==> src/rtl/onehot_decoder_seq_pkg.sv <==
// Shared widths, FSM state encoding and code-to-one-hot helper for the decoder.
package onehot_decoder_seq_pkg;

    localparam int unsigned CODE_W   = 3;
    localparam int unsigned ONEHOT_W = 8;
    localparam int unsigned CNT_W    = 8;

    typedef enum logic [1:0] {
        ST_IDLE = 2'd0,
        ST_HOLD = 2'd1,
        ST_GAP  = 2'd2
    } state_e;

    // Turn a binary index into its one-hot line.
    function automatic logic [ONEHOT_W-1:0] code_to_onehot(input logic [CODE_W-1:0] code);
        return ONEHOT_W'(1) << code;
    endfunction

endpackage

==> src/rtl/code_hold_buf.sv <==
// One-entry code register with full flag; ready is simply "not full".
module code_hold_buf
    import onehot_decoder_seq_pkg::*;
(
    input  logic              clk_i,
    input  logic              rst_ni,
    input  logic              wr_en_i,
    input  logic [CODE_W-1:0] wr_code_i,
    input  logic              rd_en_i,
    output logic [CODE_W-1:0] rd_code_o,
    output logic              full_o,
    output logic              ready_c
);

    logic              full_q, full_d;
    logic [CODE_W-1:0] code_q, code_d;

    // Writes only land in an empty slot; reads only drain a full one.
    always_comb begin
        full_d = full_q;
        code_d = code_q;
        if (wr_en_i && !full_q) begin
            full_d = 1'b1;
            code_d = wr_code_i;
        end else if (rd_en_i && full_q) begin
            full_d = 1'b0;
        end
    end

    // Storage and flag registers; reset discards any held code.
    always_ff @(posedge clk_i or negedge rst_ni) begin
        if (!rst_ni) begin
            full_q <= 1'b0;
            code_q <= '0;
        end else begin
            full_q <= full_d;
            code_q <= code_d;
        end
    end

    assign rd_code_o = code_q;
    assign full_o    = full_q;
    assign ready_c   = !full_q;

endmodule

==> src/rtl/onehot_decoder_seq.sv <==
// Sequenced 3-to-8 decoder: each accepted code drives its one-hot line for
// HOLD_CYCLES, then GAP_CYCLES of zeros; a one-entry buffer covers back-to-back codes.
module onehot_decoder_seq
    import onehot_decoder_seq_pkg::*;
#(
    parameter int unsigned HOLD_CYCLES = 4,
    parameter int unsigned GAP_CYCLES  = 1
) (
    input  logic                Clock,
    input  logic                Resetn,
    input  logic [CODE_W-1:0]   Code,
    input  logic                In_valid,
    output logic                In_ready,
    output logic [ONEHOT_W-1:0] Data,
    output logic                Out_active,
    output logic                Done
);

    localparam logic [CNT_W-1:0] HOLD_RELOAD = CNT_W'(HOLD_CYCLES - 1);
    localparam logic [CNT_W-1:0] GAP_RELOAD  = CNT_W'((GAP_CYCLES == 0) ? 0 : (GAP_CYCLES - 1));

    state_e              state_q, state_d;
    logic [CNT_W-1:0]    cnt_q, cnt_d;
    logic [ONEHOT_W-1:0] data_q, data_d;
    logic                active_q, active_d;
    logic                done_q, done_d;

    logic                transfer;
    logic                buf_wr, buf_rd, buf_full, buf_ready;
    logic [CODE_W-1:0]   buf_code;
    logic                load;
    logic [CODE_W-1:0]   load_code;

    assign transfer = In_valid && buf_ready;

    // In IDLE the code bypasses the buffer; otherwise it is parked there.
    assign buf_wr = transfer && (state_q != ST_IDLE);

    code_hold_buf u_buf (
        .clk_i     (Clock),
        .rst_ni    (Resetn),
        .wr_en_i   (buf_wr),
        .wr_code_i (Code),
        .rd_en_i   (buf_rd),
        .rd_code_o (buf_code),
        .full_o    (buf_full),
        .ready_c   (buf_ready)
    );

    // Next-state, counter and output decode.
    always_comb begin
        state_d   = state_q;
        cnt_d     = cnt_q;
        data_d    = data_q;
        buf_rd    = 1'b0;
        load      = 1'b0;
        load_code = '0;

        unique case (state_q)
            ST_IDLE: begin
                if (buf_full) begin
                    load      = 1'b1;
                    load_code = buf_code;
                    buf_rd    = 1'b1;
                end else if (transfer) begin
                    load      = 1'b1;
                    load_code = Code;
                end
            end
            ST_HOLD: begin
                if (cnt_q != '0) begin
                    cnt_d = cnt_q - CNT_W'(1);
                end else if (GAP_CYCLES != 0) begin
                    data_d  = '0;
                    cnt_d   = GAP_RELOAD;
                    state_d = ST_GAP;
                end else if (buf_full) begin
                    load      = 1'b1;
                    load_code = buf_code;
                    buf_rd    = 1'b1;
                end else begin
                    data_d  = '0;
                    state_d = ST_IDLE;
                end
            end
            ST_GAP: begin
                if (cnt_q != '0) begin
                    cnt_d = cnt_q - CNT_W'(1);
                end else if (buf_full) begin
                    load      = 1'b1;
                    load_code = buf_code;
                    buf_rd    = 1'b1;
                end else begin
                    state_d = ST_IDLE;
                end
            end
            default: begin
                data_d  = '0;
                cnt_d   = '0;
                state_d = ST_IDLE;
            end
        endcase

        if (load) begin
            data_d  = code_to_onehot(load_code);
            cnt_d   = HOLD_RELOAD;
            state_d = ST_HOLD;
        end

        done_d   = (state_d == ST_HOLD) && (cnt_d == '0);
        active_d = (data_d != '0);
    end

    // State, counter and registered outputs.
    always_ff @(posedge Clock or negedge Resetn) begin
        if (!Resetn) begin
            state_q  <= ST_IDLE;
            cnt_q    <= '0;
            data_q   <= '0;
            active_q <= 1'b0;
            done_q   <= 1'b0;
        end else begin
            state_q  <= state_d;
            cnt_q    <= cnt_d;
            data_q   <= data_d;
            active_q <= active_d;
            done_q   <= done_d;
        end
    end

    assign In_ready   = buf_ready;
    assign Data       = data_q;
    assign Out_active = active_q;
    assign Done       = done_q;

endmodule

==> config.mk <==
export PLATFORM = sky130hd
export DESIGN_NAME = onehot_decoder_seq
export DESIGN_NICKNAME = d
export VERILOG_FILES = /design/src/rtl/onehot_decoder_seq_pkg.sv /design/src/rtl/code_hold_buf.sv /design/src/rtl/onehot_decoder_seq.sv
export SDC_FILE = /design/constraint.sdc
export NUM_CORES = 1
export LEC_CHECK = 0
export CELL_PAD_IN_SITES_DETAIL_PLACEMENT = 1
export CELL_PAD_IN_SITES_GLOBAL_PLACEMENT = 1
export CORE_MARGIN = 10
export CORE_UTILIZATION = 46
export CTS_CLUSTER_DIAMETER = 50
export DETAILED_ROUTE_END_ITERATION = 8
export GPL_ROUTABILITY_DRIVEN = 0
export PLACE_DENSITY_LB_ADDON = 0.3
export SKIP_CTS_REPAIR_TIMING = 1
export SLEW_MARGIN = 20
export SYNTH_ARGS = -nofsm -noshare
export SYNTH_HDL_FRONTEND = slang
export SYNTH_SLANG_ARGS = --single-unit
==> constraint.sdc <==
create_clock -name Clock -period 6.59 [get_ports Clock]
set_clock_uncertainty 0.2 [all_clocks]
set_input_delay 0.659 -clock Clock [delete_from_list [all_inputs] [get_ports Clock]]
set_output_delay 0.659 -clock Clock [all_outputs]
set_load 0.02 [all_outputs]
# Yosys cells after proc, flatten, opt, wreduce, memory -nomap -nowiden
# Cells that the tools add are included.
# word_totals
reg_bits	24
word_cells	50
# classes
addsub	1
n_eq_ne	3
shift	1
n_mux	25
n_reduce_logical	13
# op_table
cell	count
8-bit two-way mux	5
8-bit one-hot mux with 3 select lines	1
8-bit one-hot mux with 2 select lines	1
8-bit nonzero test	2
3-bit two-way mux	4
8-bit logical NOT	1
2-bit two-way mux	4
1-bit by 3-bit left shift with 8-bit output (first input constant)	1
8-bit by 1-bit subtractor with 8-bit output (second input constant)	1
1-bit two-way mux	6
2-bit one-hot mux with 3 select lines	1
3-bit one-hot mux with 2 select lines	1
1-bit logical AND	5
2-bit by 1-bit equality test with 1-bit output (second input constant)	2
1-bit one-hot mux with 2 select lines	2
2-bit nonzero test	2
2-bit equality test (second input constant)	1
2-bit logical NOT	1
2-bit OR reduction	1
1-bit logical NOT	1

# Longest topological paths before layout
# logic_depth
depth_word	8
mapped_depth	9

# Cells and area by module
# From an unflattened synthesis, not the netlist that was laid out.
# hier_totals
cells_unflattened	147
area_unflattened_um2	1476.4
# modules_own_cells
mod	n_inst	cells_per_inst	area_each_um2
onehot_decoder_seq	1	137	1306.3
code_hold_buf	1	10	170.2

# Worst setup path after synthesis
# Ideal clock, no wire load.
# synth_timing
path_type	register to register
startpoint	register cnt_q[0]
endpoint	register done_q, in the netlist Done
t_arrival_ps	2485
t_required_ps	6294
setup_slack_ps	3809
stages_incl_launch_ff	10
path_cell_list	dfrtp_1 > inv_1 > ha_1 > or4b_4 > nor2_8 > inv_4 > ha_1 > or3_1 > or4_1 > nor4_2
# synth_via
elab_chain_cells	6
# synth_rtl
item	line_no	source
start: declaration	onehot_decoder_seq.sv:23	logic [CNT_W-1:0] cnt_q, cnt_d;
start signal: assignment	onehot_decoder_seq.sv:124	cnt_q <= cnt_d;
8-bit by 1-bit subtractor with 8-bit output / 8-bit nonzero test (equally long branches)	-	
8-bit two-way mux (tied with other cells)	onehot_decoder_seq.sv:87	if (cnt_q != '0) begin
8-bit one-hot mux with 3 select lines (tied with other cells)	onehot_decoder_seq.sv:59	unique case (state_q)
8-bit two-way mux / 2-bit two-way mux (equally long branches)	onehot_decoder_seq.sv:104	if (load) begin
8-bit logical NOT / 2-bit by 1-bit equality test with 1-bit output (equally long branches)	onehot_decoder_seq.sv:110	done_d = (state_d == ST_HOLD) && (cnt_d == '0);
1-bit logical AND (*)	onehot_decoder_seq.sv:110	
named net done_d	onehot_decoder_seq.sv:26	logic done_q, done_d;
end signal: assignment	onehot_decoder_seq.sv:127	done_q <= done_d;
end: declaration	onehot_decoder_seq.sv:26	
# The timed path passes the listed nets; every way through them passes the cells marked *.
# A chain may end at the register's enable or synchronous reset.

# Final worst setup path
# Same ends and word-level chain as after synthesis.

==> reports/qor.txt <==
================================================================================
Top cells by area in the synthesized netlist                        dfrtp_1, a22o_1, nand2_1
Total routing resource utilization after global routing                   0.1436
Kind of capture point of the worst setup path                          flip-flop
Via-per-instance ratio                                                     6.511
Worst-path maximum fanout                                                      9
Core Util, Final                                                          0.5392
Die H                                                                   75.69 um
Number of hold-slack violations in the final timing report                     0
Final Slew Violations                                                          0
Count of TritonRoute iterations in the first routing pass                      4
Detailed-route DRC error count                                                 0
Post-synth top cells                                                dfrtp_1, nand2_1, inv_1
Maximum level of the CTS H-tree                                                1
Fraction of final layout cells with drive strength greater than 1        0.09554
Crit Path Class                                                     flip-flop to flip-flop
Core Region                                                            3003 um^2
Register area share after synthesis                                       0.4211
Clk Latency, worst-skew pair                                             0.32 ns
Distinct cell type count of the synthesized netlist                           50
Slew at the pin with the worst max-slew slack                          0.8289 ns
Total congestion overflow after global routing                                 0
Pin count of the biggest net entering global routing                          25
Antenna violations before repair                                               0
Number of global-route vias before repair                                   1286
Cell-internal power                                                    0.1753 mW
Chain of cells forming the critical path                            inv_1 > ha_1 > or4b_4 > nor2_8 > inv_4 > ha_1 > or3_1 > or4_1 > nor4_2
Stage delay of the slowest cell on the critical path                     0.52 ns
Total power density per cell area                                   140.4 nW/um^2
Setup TNS                                                                   0 ns
Most used flip-flop cell after synthesis                                 dfrtp_1
Worst-path clk slew                                                      0.13 ns
Wirelength per Cell                                                     19.79 um
Setup Viol. Count Final                                                        0
Worst flop-to-flop path startpoint                                      cnt_q[0]
Data required, critical path                                             6.63 ns
Peak supply drop                                                      0.09481 mV
Ys async rst share                                                         1.000
Layout overhead on the synthesized area                                   13.51%
Cell at the root of the clock tree                                      clkbuf_4
Switching power total                                                 0.05200 mW
Result of the run                                                   finished clean
Sequential share of power                                                  0.661
Total die area                                                         5728 um^2
Std-Cell Rows                                                                 20
Period Utilization, post-route                                            0.4483
Post-DP HPWL                                                             2879 um
Time the final worst path needs with I/O delays and setup               2.954 ns
Clk sink count                                                                24
Total power                                                            0.2273 mW
Leakage power                                                          0.7350 nW
Post-synthesis cell area                                               1426 um^2
Number of clock buffers inserted by TritonCTS                                  3
Buffers added on ports                                                        16
FF+latch count, synth                                                         24
Ys Warns                                                                       0
Proportion of total power due to net switching                            0.2288
Number of nets in the synthesized netlist                                    152
Area leader, netlist                                                     dfrtp_1
First-iteration detailed-routing DRC count                                    62
Most numerous cell on the critical path                                     ha_1
Worst reg2reg path depth                                                       9
Effective utilization at floorplan                                        0.4750
CP max stage cell                                                         or4b_4
Remaining antenna violation count after routing                                0
Kind of launch point of the worst setup path                           flip-flop
Data arrival, critical path                                              2.99 ns
Startpoint of the worst setup timing path                               cnt_q[0]
Number of buffers on the longest clock path                                    2
Max Clk Rate                                                           338.5 MHz
Die outline width                                                       75.69 um
Number of inserted filler cells in the final layout                          347
Number of top-level pins                                                      17
Unrepaired setup endpoints after global routing                               no
Routed wire length                                                       3760 um
Via count                                                                   1237
Slew Limit Headroom                                                       0.4441
Synthesized area per cell                                             9.905 um^2
Max-cap violation count                                                        0
Class of the worst hold path                                        primary input to asynchronous set/reset pin
NumNets Final                                                                167
Gate power share                                                           0.051
Wire length of the first global-routing pass                             6479 um
Relative contribution of the clock network to total power                  0.288
Most numerous cell in the Yosys netlist                                  dfrtp_1
Area fraction of the dominant cell type after synthesis                   0.4211
Post-synth EDFFs                                                               0
Number of inserted diodes                                                      0
Cells after Synth                                                            144
TritonCTS clock tree                                                        done
================================================================================
==> worst max-delay path: cells and delay by family, from the launching register on <==
family | cells | cell delay [ns]
fa+ha+maj | 2 | 0.40
flops | 1 | 0.41
buf+inv | 2 | 0.18
simple gates | 5 | 1.68
==> metrics by stage <==
step / cells / setup WS (ns) / hold WS [ns] / area, um^2
after floorplan: 144 / 3.809 / 0.1634 / 1426
after global placement: 187 / 3.572 / 0.3000 / 1602
after detailed placement: 187 / 3.488 / 0.3073 / 1602
after CTS: 190 / 3.642 / 0.3357 / 1624
after global routing: 190 / 3.457 / 0.1411 / 1619
final: 190 / 3.636 / 0.09718 / 1619
==> routing by layer <==
metal / global-route usage / wire (um)
met4: 0.05567 / 80
met5: 0 / 0
met3: 0.02083 / 177
met2: 0.2219 / 1715
met1: 0.1964 / 1786
==> cell families (layout without fill, tap and decap cells) <==
logic type | Yosys count | count (layout) | share of synthesized area
adders and majority gates | 2 | 2 | 0.01754
xor gates and xnor gates | 2 | 2 | 0.01228
and+or+nand+nor | 46 | 46 | 0.2044
AOI/OAI and AO/OA | 50 | 50 | 0.2649
DFF | 24 | 24 | 0.4211
buffers and inverters | 16 | 29 | 0.04912
muxes | 4 | 4 | 0.03070
==> flip-flops by register name, summed over array words and instances, names as in the netlist <==
signal / flops
Out_active: 1
state_q: 2
cnt_q: 8
u_buf.full_o: 1
u_buf.rd_code_o: 3
Done: 1
Data: 8
==> cells in the final DEF, fill, tap and decap left out, types with 2 or more instances in the layout <==
cell             Yosys  layout
dfrtp_1             24      24
clkdlybuf4s50_1      0      15
nand2_1             10      10
inv_1                8       8
nor2_1               7       7
o21ai_0              7       7
a22o_1               7       7
a21oi_1              6       6
or3_1                4       4
and2_1               4       4
a211oi_1             3       3
a31oi_1              3       3
o31ai_1              3       3
or4_1                3       3
a32o_1               3       3
nor3_1               3       3
a21o_1               3       3
mux2_2               3       3
clkbuf_4             0       3
a41o_1               2       2
nor3b_1              2       2
nand3b_1             2       2
and3_1               2       2
o22ai_1              2       2
ha_1                 2       2
==> path summary, 6_finish.rpt <==
kind	end	slack (ns)
max in group asynchronous	Out_active	5.73
worst max register to register	Done	3.64
worst min register to register	u_buf.rd_code_o[0]	0.34
worst max-delay path	Done	3.64
min in group Clock	u_buf.rd_code_o[0]	0.34
worst min-delay path	cnt_q[4]	0.1
==> power groups by stage <==
stage	sequential [mW]	clock (mW)	combinational, mW
2_1_floorplan	0.153	0	0.00496
6_report	0.150	0.0654	0.0117
3_3_place_gp	0.153	0	0.0120
5_1_grt	0.150	0.0687	0.0132
4_1_cts	0.150	0.0650	0.0123
3_5_place_dp	0.153	0	0.0123
==> final cells by class <==
type	instances	area (um^2)	share of cell area
multi-input combinational	104	755.7	0.4668
inverter	9	36.28	0.02241
clock buffer	3	22.52	0.01391
timing repair buffer	17	162.7	0.1005
sequential	24	600.6	0.3709
tap	33	41.29	0.02550
Note: power is estimated with default switching activity, not from simulation.
